===== src/rtl/mtm_row_collector.sv =====
// -----------------------------------------------------------------------------
// mtm_row_collector
//
// Collects transposed rows produced by an upstream matrix-transpose unit into
// two ping-pong banks of NUM_PE rows each and replays complete matrices to a
// downstream consumer over a valid/ready handshake. There is no upstream
// backpressure: a row arriving while the bank being written is still full is
// dropped.
//
// Optional feature: define MTM_COLLECT_OVF_EN to add the sticky `ovf` output.
// It goes high on the first dropped row and stays high until reset.
//
// Parameters
//   DATA_WIDTH : bit width of one matrix element
//   NUM_PE     : elements per row and rows per matrix
//
// Ports
//   clk      in   single clock; all state changes on its rising edge
//   rst      in   synchronous, active-low reset
//   in_val   in   in_row is valid this cycle
//   in_row   in   one row, element 0 in the most significant slot
//   out_val  out  out_row holds a valid stored row
//   out_rdy  in   downstream accepts out_row
//   out_row  out  row being presented
//   out_last out  out_row is the final row of its matrix
//   full     out  both banks hold complete, undrained matrices
//   ovf      out  sticky overflow flag (only with MTM_COLLECT_OVF_EN)
// -----------------------------------------------------------------------------
module mtm_row_collector #(
  parameter int DATA_WIDTH = 8,
  parameter int NUM_PE     = 4
) (
  input  logic                                 clk,
  input  logic                                 rst,
  input  logic                                 in_val,
  input  logic [0:NUM_PE-1][DATA_WIDTH-1:0]    in_row,
  output logic                                 out_val,
  input  logic                                 out_rdy,
  output logic [0:NUM_PE-1][DATA_WIDTH-1:0]    out_row,
  output logic                                 out_last,
  output logic                                 full
`ifdef MTM_COLLECT_OVF_EN
  ,
  output logic                                 ovf
`endif
);

  localparam int CNT_W = (NUM_PE > 1) ? $clog2(NUM_PE) : 1;
  localparam logic [CNT_W-1:0] LAST_ROW = CNT_W'(NUM_PE - 1);

  typedef logic [0:NUM_PE-1][DATA_WIDTH-1:0] row_t;

  // Row storage: bank-major, then row index. No reset is needed on the data;
  // validity is carried entirely by the per-bank full flags.
  row_t mem_q [0:1][0:NUM_PE-1];

  logic [1:0]       bank_full_q, bank_full_d;
  logic             wr_bank_q,   wr_bank_d;
  logic [CNT_W-1:0] wr_cnt_q,    wr_cnt_d;
  logic             rd_bank_q,   rd_bank_d;
  logic [CNT_W-1:0] rd_cnt_q,    rd_cnt_d;

  logic wr_en;
  logic wr_done;
  logic xfer;
  logic rd_done;

  // The write gate uses the full flag as registered at cycle start, so a bank
  // released by a read in this same cycle still refuses this cycle's row.
  assign wr_en   = in_val && !bank_full_q[wr_bank_q];
  assign wr_done = wr_en && (wr_cnt_q == LAST_ROW);

  assign out_val  = bank_full_q[rd_bank_q];
  assign out_row  = mem_q[rd_bank_q][rd_cnt_q];
  assign out_last = out_val && (rd_cnt_q == LAST_ROW);
  assign full     = &bank_full_q;

  assign xfer    = out_val && out_rdy;
  assign rd_done = xfer && (rd_cnt_q == LAST_ROW);

  always_comb begin
    bank_full_d = bank_full_q;
    wr_bank_d   = wr_bank_q;
    wr_cnt_d    = wr_cnt_q;
    rd_bank_d   = rd_bank_q;
    rd_cnt_d    = rd_cnt_q;

    if (wr_en) begin
      if (wr_done) begin
        wr_cnt_d  = '0;
        wr_bank_d = ~wr_bank_q;
      end else begin
        wr_cnt_d = wr_cnt_q + 1'b1;
      end
    end

    if (xfer) begin
      if (rd_done) begin
        rd_cnt_d  = '0;
        rd_bank_d = ~rd_bank_q;
      end else begin
        rd_cnt_d = rd_cnt_q + 1'b1;
      end
    end

    // Completing a write needs an empty bank and releasing needs a full one,
    // so when both fire in one cycle they always touch different banks.
    if (wr_done) bank_full_d[wr_bank_q] = 1'b1;
    if (rd_done) bank_full_d[rd_bank_q] = 1'b0;
  end

  always_ff @(posedge clk) begin
    if (!rst) begin
      bank_full_q <= '0;
      wr_bank_q   <= 1'b0;
      wr_cnt_q    <= '0;
      rd_bank_q   <= 1'b0;
      rd_cnt_q    <= '0;
    end else begin
      bank_full_q <= bank_full_d;
      wr_bank_q   <= wr_bank_d;
      wr_cnt_q    <= wr_cnt_d;
      rd_bank_q   <= rd_bank_d;
      rd_cnt_q    <= rd_cnt_d;
    end
  end

  // Rows presented during reset must not land in storage.
  always_ff @(posedge clk) begin
    if (rst && wr_en) begin
      mem_q[wr_bank_q][wr_cnt_q] <= in_row;
    end
  end

`ifdef MTM_COLLECT_OVF_EN
  logic ovf_q, ovf_d;

  always_comb begin
    ovf_d = ovf_q;
    if (in_val && bank_full_q[wr_bank_q]) ovf_d = 1'b1;
  end

  always_ff @(posedge clk) begin
    if (!rst) begin
      ovf_q <= 1'b0;
    end else begin
      ovf_q <= ovf_d;
    end
  end

  assign ovf = ovf_q;
`endif

endmodule


===== config.mk =====
export PLATFORM = sky130hd
export DESIGN_NAME = mtm_row_collector
export DESIGN_NICKNAME = d
export VERILOG_FILES = /design/src/rtl/mtm_row_collector.sv
export SDC_FILE = /design/constraint.sdc
export NUM_CORES = 1
export LEC_CHECK = 0
export BUFFER_PORTS_ARGS = -buffer_cell sky130_fd_sc_hd__buf_4
export CAP_MARGIN = 20
export CORE_MARGIN = 2
export CORE_UTILIZATION = 40
export DETAILED_ROUTE_END_ITERATION = 7
export GPL_TIMING_DRIVEN = 1
export PLACE_DENSITY = 0.63
export SYNTH_ARGS = -nofsm -noshare
export SYNTH_HDL_FRONTEND = slang
export SYNTH_SLANG_ARGS = --single-unit

===== constraint.sdc =====
create_clock -name clk -period 5.6 [get_ports clk]
set_input_delay 0.28 -clock clk [delete_from_list [all_inputs] [get_ports clk]]
set_output_delay 0.28 -clock clk [all_outputs]
set_load 0.01 [all_outputs]

==> key figures, run 1 <==
Floorplanning
  • Die Y: 165 um
  • Io pins: 71
  • Die width: 165 um
  • Rows: 58
  • Die area: 0.0272 mm^2
  • CORE AREA: 0.0253 mm^2
  • Initial Util: 0.409

GRT
  • Overall routing resource usage: 0.146
  • First-pass GRT wire length: 29,100 um
  • Largest net degree at the start of global routing: 65
  • GR Overflow Total: 0
  • Vias in the first global route: 4,937
  • Initial antenna violation count: 0

STA
  • Fin crit share: 0.522
  • Slew Limit Fails: 0
  • Final worst setup slack: 2680 ps
  • Fin. Hold Viols: 0
  • Worst clock skew: 9.42 ps
  • Post-route minimum period: 2920 ps
  • Setup violations, final: 0
  • Setup tns final: 0 ps
  • RSZ-0062 raised after global routing: false
  • Achievable Freq: 0.342 GHz
  • Slew headroom: 0.281
  • Least-Margin Pin Slew: 1080 ps

Place
  • RePlAce Congestion: 0.678
  • IO Port Bufs: 70
  • Place WS: 2920 ps
  • Dpl hpwl: 10,200 um
  • Placed Instance Area: 0.0112 mm^2

Drt
  • Total iterations of the first detailed-routing run: 4
  • DRC: 0
  • Vias per inst: 5.18
  • Final ANT Viol Nets: 0
  • Routed WL per cell: 21.9 um
  • Total number of vias: 4,670
  • DR iter-0 viols: 273
  • Total Wirelength: 19,700 um

Synth
  • Synth Net Count: 474
  • Asr flop ratio synth: 0
  • Top cells by area, synth: edfxtp_1 74%, mux4_1 14%, mux2_2 3.6%, dfxtp_1 1.7%, mux4_2 1.7%
  • Yosys top cell area share: 0.743
  • Mapped Area: 0.0103 mm^2
  • Top_reg_cell synth: edfxtp_1
  • Yosys top cell by area: edfxtp_1
  • Synth unique cells: 22
  • Sequential-to-total area share from yosys stat: 0.761
  • Average size of a mapped cell: 23.9 um^2
  • EDFF count, synth: 256
  • Yosys reg bits: 265
  • Syn Inst Count: 433
  • Syn. warnings: 0

Setup path
  • Arrival time worst endpoint: 2640 ps
  • Reg-to-Reg Start: wr_bank_q$_SDFFE_PN0P_
  • Crit path max fanout: 35
  • Crit path required time: 5320 ps
  • R2r setup slk: 3520 ps
  • Critical path class: flop to output pin
  • Reg2reg end: mem_q[1][104]$_DFFE_PP_
  • Setup crit end: out_row[10]
  • Worst r2r path cells: 3
  • Worst Setup Start Kind: flop
  • Worst setup EP type: output pin

Clocking
  • Post_cts resized: 0
  • H-tree levels: 1
  • Clk root buf: clkbuf_16
  • Clk buf depth: 3
  • Clk_lat worst skew: 530 ps
  • Post-CTS Setup Bufs: 0
  • Worst-path clk slew: 60 ps
  • CTS Sinks: 265
  • CTS tree: built
  • TritonCTS Buffers: 27

Layout
  • Fin util: 0.491
  • Fraction of layout instances using a drive strength above 1: 0.294
  • N_diodes: 0
  • Synth-to-Final Area Change: 19.9%
  • Design Area, Final: 0.0124 mm^2
  • NumNets Final: 592
  • Fillcell total: 2,060

Power and ir drop
  • Logic gate share of total power: 0.039
  • Leakage power: 4.08 nW
  • NetSw: 788 uW
  • Sequential share of power: 0.554
  • Int Pwr: 3.21 mW
  • Sw frac: 0.197
  • Maximum VDD drop: 0.236 mV
  • Power per cell area: 322 mW/mm^2
  • Clk pwr share: 0.407

Flow run
  • Max_cap viols: 0

Outcome
  • Status: finished clean

Hold path
  • Hold Crit Class: input pin to flop
[final cells by class]
| type | instances | area, um^2 | share of cell area |
|---|---|---|---|
| Clock buffer | 32 | 694 | 0.0560 |
| Clock inverter | 17 | 105 | 0.00848 |
| Inverter | 4 | 15.0 | 0.00121 |
| Multi-Input combinational cell | 144 | 2350 | 0.189 |
| Sequential cell | 265 | 7870 | 0.635 |
| Tap cell | 330 | 413 | 0.0333 |
| Timing Repair Buffer | 109 | 951 | 0.0767 |
[synthesized netlist by cell type, types with 4 or more instances]
master and number:
mux4_1 56, nand2_1 12, mux2i_1 5, ha_1 5
nor2_1 5, buf_6 7, clkbuf_1 11, and2_1 8
mux4_2 8, edfxtp_1 256, inv_1 4, mux2_2 33
dfxtp_1 9
[per-layer routing]
metal,vias to the layer above,GRT usage,wire length [um]
met5,-,0,0
met4,0,0.0379,422
met3,26,0.0213,540
met2,80,0.267,10300
met1,2460,0.183,8490
li1,2104,-,-
[power groups by stage]
stage	clock network (mW)	logic [mW]	registers (mW)
floorplan	0	0.0590	2.25
global placement	0	0.132	2.25
detailed placement	0	0.138	2.26
CTS	1.66	0.158	2.21
global route	1.73	0.170	2.21
finish	1.63	0.156	2.21
[placed cells by master, fill, tap and decap left out, types with 2 or more instances in the layout]
cell type / Yosys / routed
and2_1: 8 / 2
buf_4: 0 / 74
dfxtp_2: 0 / 2
clkbuf_16: 0 / 27
and2_2: 0 / 6
ha_1: 5 / 5
nand2_1: 12 / 12
dlygate4sd3_1: 0 / 32
clkinv_2: 0 / 8
dfxtp_1: 9 / 6
clkinv_1: 0 / 7
mux4_1: 56 / 56
a21oi_1: 2 / 2
nand3_1: 2 / 2
edfxtp_1: 256 / 256
o221a_2: 2 / 2
nor2_1: 5 / 5
mux2i_1: 5 / 5
mux2_2: 33 / 33
buf_16: 0 / 2
mux4_2: 8 / 8
inv_1: 4 / 4
clkbuf_1: 11 / 5
[kinds of logic (layout without fill, tap and decap cells)]
logic type | Yosys count | in the layout | synth area share
flip-flops | 265 | 265 | 0.761
multiplexers | 102 | 102 | 0.201
AND/OR/NAND/NOR | 32 | 32 | 0.0148
buffers and inverters | 24 | 162 | 0.0140
adder cells (fa/ha/maj) | 5 | 5 | 0.00605
AO/OA/AOI/OAI | 5 | 5 | 0.00375
[what timing repair did]
item	in CTS	in global routing
hold buffers	32	0
endpoints found under the setup margin	0	0
hold endpoints to repair	256	0
[flip-flops by register name, summed over array words and instances, names as in the netlist, named ones only]
| register | flops |
|---|---|
| mem_q | 256 |
| bank_full_q | 2 |
| rd_cnt_q | 2 |
| wr_cnt_q | 2 |
| rd_bank_q | 1 |
| wr_bank_q | 1 |
[critical path, stage by stage (launching register included)]
cell and delay, ps:
dfxtp_4 720, buf_16 310, mux4_1 590, mux2_2 310, buf_4 150
[worst min path at each step]
stage | start | end | slack (ps) | cells after the start
floorplan | in_row[0] | mem_q[0][0]$_DFFE_PP_ | 380 | 0
global placement | wr_cnt_q[1]$_SDFFE_PN0P_ | wr_cnt_q[1]$_SDFFE_PN0P_ | 480 | 2
detailed placement | rd_bank_q$_SDFFE_PN0P_ | rd_bank_q$_SDFFE_PN0P_ | 510 | 2
CTS | in_val | bank_full_q[1]$_SDFF_PN0_ | 50 | 3
global route | in_val | bank_full_q[1]$_SDFF_PN0_ | 70 | 3
finish | rst | rd_cnt_q[0]$_SDFFE_PN0P_ | 80 | 3
[metrics by stage]
step / power, mW / instances / hold slack [ps]
6_report: 4.00 / 901 / 76.7
3_5_place_dp: 2.39 / 817 / 507
5_1_grt: 4.11 / 901 / 73.5
4_1_cts: 4.03 / 898 / 53.1
3_3_place_gp: 2.39 / 817 / 484
2_1_floorplan: 2.31 / 433 / 379
(Power assumes the default switching activity.)
==> run 2: changes to the inputs <==
ABC_AREA = 1   (was not set)
clock period = 2.9 ns   (was 5.6 ns; I/O delays follow)
==> run 2 against run 1 <==
Flip-flop and latch count unchanged. Register-to-register slack worse by 2900 ps. Critical path depth up 4.
==> key figures, run 2 <==
Outcome
  • Status: finished clean

Layout
  • Max FFs per register: 256 (unchanged)
  • Fillcell total: 2,293 (+11%)
  • N_diodes: 0 (unchanged)
  • Fin cells: 1,389 (+54%)
  • Largest Register: mem_q
  • Commonest cells after routing, fill and taps aside: 263 x nor2_1, 256 x edfxtp_1, 178 x nand2_1, 86 x buf_4, 81 x o21ai_0
  • Fraction of layout instances using a drive strength above 1: 0.134 (-0.160)
  • Leading cell type in the layout, fill and taps excluded: nor2_1
  • NumNets Final: 1,075 (+82%)
  • Synth-to-Final Area Change: 19.9% (about the same)

STA
  • Fin crit share: 0.827
  • Slew headroom: 0.454 (+0.174)
  • Worst clock skew: 9.65 ps (+0.225 ps)
  • Slew Limit Fails: 0 (unchanged)
  • Fin. Hold Viols: 0 (unchanged)
  • Post-route minimum period: 2400 ps
  • Setup violations, final: 0 (unchanged)
  • Achievable Freq: 0.417 GHz
  • RSZ-0062 raised after global routing: false
  • Least-Margin Pin Slew: 819 ps (-260 ps)
  • Setup tns final: 0 ps (unchanged)

Place
  • Placed Cells: 1,302 (+59%)
  • RePlAce Congestion: 0.761 (+12%)
  • Dpl hpwl: 12,400 um (+21%)
  • IO Port Bufs: 70 (unchanged)

Synth
  • Average size of a mapped cell: 11.6 um^2 (-51%)
  • Syn. warnings: 0 (unchanged)
  • Asr flop ratio synth: 0 (unchanged)
  • Top_reg_cell synth: edfxtp_1
  • Syn Inst Count: 924 (+110%)
  • EDFF count, synth: 256 (unchanged)
  • Top cells by count, synth: 269 x nor2_1, 256 x edfxtp_1, 178 x nand2_1
  • Sequential-to-total area share from yosys stat: 0.733 (-0.0276)
  • Yosys reg bits: 265 (unchanged)
  • Top cells by area, synth: edfxtp_1 72%, nor2_1 9.4%, nand2_1 6.2%, o21ai_0 3.8%, o21ai_1 2.2%
  • Yosys top cell area share: 0.717 (-0.0270)
  • Synth Net Count: 965 (+100%)
  • Mapped Area: 0.0107 mm^2 (+3.8%)
  • Synth unique cells: 22 (unchanged)
  • Yosys top cell by area: edfxtp_1
  • Most common cell in the netlist: nor2_1

Clocking
  • Clk root buf: clkbuf_16
  • Post_cts resized: 0 (unchanged)
  • CTS Sinks: 265 (unchanged)
  • Clk_lat worst skew: 520 ps (about the same)
  • H-tree levels: 1 (unchanged)
  • Clk buf depth: 3 (unchanged)
  • CTS tree: built
  • Worst-path clk slew: 60 ps (about the same)
  • TritonCTS Buffers: 29 (+7.4%)

Setup path
  • Crit path max fanout: 47 (+34%)
  • Crit path required time: 2760 ps (-2560 ps)
  • Delay-heaviest family, CP: buffers and inverters
  • Arrival time worst endpoint: 2250 ps (-390 ps)
  • Slowest cell delay on critical path: 360 ps (-360 ps)
  • Worst setup EP type: output pin
  • CP dominant cell by count: nand2_1
  • Crit-path cells: clkinv_2 > buf_12 > buf_4 > o21ai_0 > nand2_1 > nand2_1 > nand2_1 > buf_4
  • Worst Setup Start Kind: flop
  • Buf+Inv Stages, Crit Path: 4 (+2)
  • Slowest-stage cell, CP: dfxtp_4
  • Critical path class: flop to output pin

GRT
  • Overall routing resource usage: 0.160 (+0.0139)
  • GR Overflow Total: 0 (unchanged)
  • Vias in the first global route: 6,744 (+37%)
  • First-pass GRT wire length: 36,000 um (+24%)
  • Initial antenna violation count: 0 (unchanged)
  • Largest net degree at the start of global routing: 129 (+98%)

Power and ir drop
  • Sw frac: 0.201 (+0.00365)
  • Maximum VDD drop: 0.438 mV (+86%)
  • Int Pwr: 6.32 mW (+97%)
  • NetSw: 1.59 mW (+100%)
  • Clk pwr share: 0.416 (+0.009)
  • Power per cell area: 615 mW/mm^2 (+91%)
  • Leakage power: 4.79 nW (+17%)
  • Logic gate share of total power: 0.044 (+0.005)
  • Sequential share of power: 0.540 (-0.014)

Drt
  • Total iterations of the first detailed-routing run: 5 (+1)
  • Total Wirelength: 22,500 um (+14%)
  • Final ANT Viol Nets: 0 (unchanged)
  • Total number of vias: 6,791 (+45%)
  • DRC: 0 (unchanged)
  • DR iter-0 viols: 296 (+8.4%)
  • Routed WL per cell: 16.2 um (-26%)
  • Vias per inst: 4.89 (-5.7%)

Floorplanning
  • Initial Util: 0.409 (about the same)
  • Die Y: 168 um (+1.8%)
  • Die width: 168 um (+1.8%)
  • Io pins: 71 (unchanged)
  • Die area: 0.0281 mm^2 (+3.7%)
  • CORE AREA: 0.0262 mm^2 (+3.8%)
  • Rows: 59 (+1.7%)

Flow run
  • Max_cap viols: 0 (unchanged)

Hold path
  • Hold Crit Class: input pin to flop
run 2: power by group through the flow:
stage	clock network [mW]	registers [mW]	logic, mW
floorplan	0	4.35	0.136
finish	3.29	4.27	0.347
CTS	3.35	4.27	0.354
global route	3.52	4.27	0.391
detailed placement	0	4.35	0.314
global placement	0	4.35	0.308
run 2: routing by layer:
layer  up-vias  track usage  part of all wire
met1      3245        0.215              0.46
met4         0       0.0333             0.012
met2       138        0.278              0.48
met3        26       0.0226             0.044
li1       3382            -                 -
met5         -            0                 0
run 2: through the flow:
stage | utilization | area (um^2) | setup slack (ps) | power, mW | hold WS [ps]
floorplan | - | 10700 | 208 | 4.49 | 244
global placement | 0.445 | 11700 | 669 | 4.66 | 385
detailed placement | 0.445 | 11700 | 603 | 4.66 | 386
CTS | 0.491 | 12900 | 455 | 7.98 | 383
global route | 0.491 | 12900 | 347 | 8.18 | 389
finish | 0.491 | 12900 | 502 | 7.91 | 399
run 2: final timing paths:
check	from	endpoint	slack, ps	cells past startpoint
worst max-delay path	flop	out_row[17]	500	8
worst min-delay path	in_row[29]	mem_q[1][29]$_DFFE_PP_	400	2
worst max register to register	wr_bank_q$_SDFFE_PN0P_	mem_q[0][102]$_DFFE_PP_	620	7
worst min register to register	wr_cnt_q[1]$_SDFFE_PN0P_	wr_cnt_q[1]$_SDFFE_PN0P_	530	2
run 2: layout make-up:
cell class | instances | area, um^2 | share of cell area
clock buffers | 40 | 767 | 0.0596
clock inverters | 11 | 80.1 | 0.00623
inverters | 12 | 46.3 | 0.00360
multi-input cells | 598 | 2550 | 0.198
flip-flops and latches | 265 | 7870 | 0.612
well taps | 335 | 419 | 0.0326
repair buffers | 128 | 1130 | 0.0875
run 2: cell families (layout without fill, tap and decap cells):
kind of cell,count (synthesis),count (layout),share of synthesized area
buffers and inverters,61,191,0.0342
and+or+nand+nor,458,458,0.163
adders and majority gates,5,5,0.00583
AOI/OAI and AO/OA,135,135,0.0637
DFF,265,265,0.733
run 2: timing repair:
action / CTS / global route
setup buffers: 0 / 0
hold endpoints to repair: 265 / 0
hold buffers: 36 / 0
setup endpoints to repair: 0 / 0
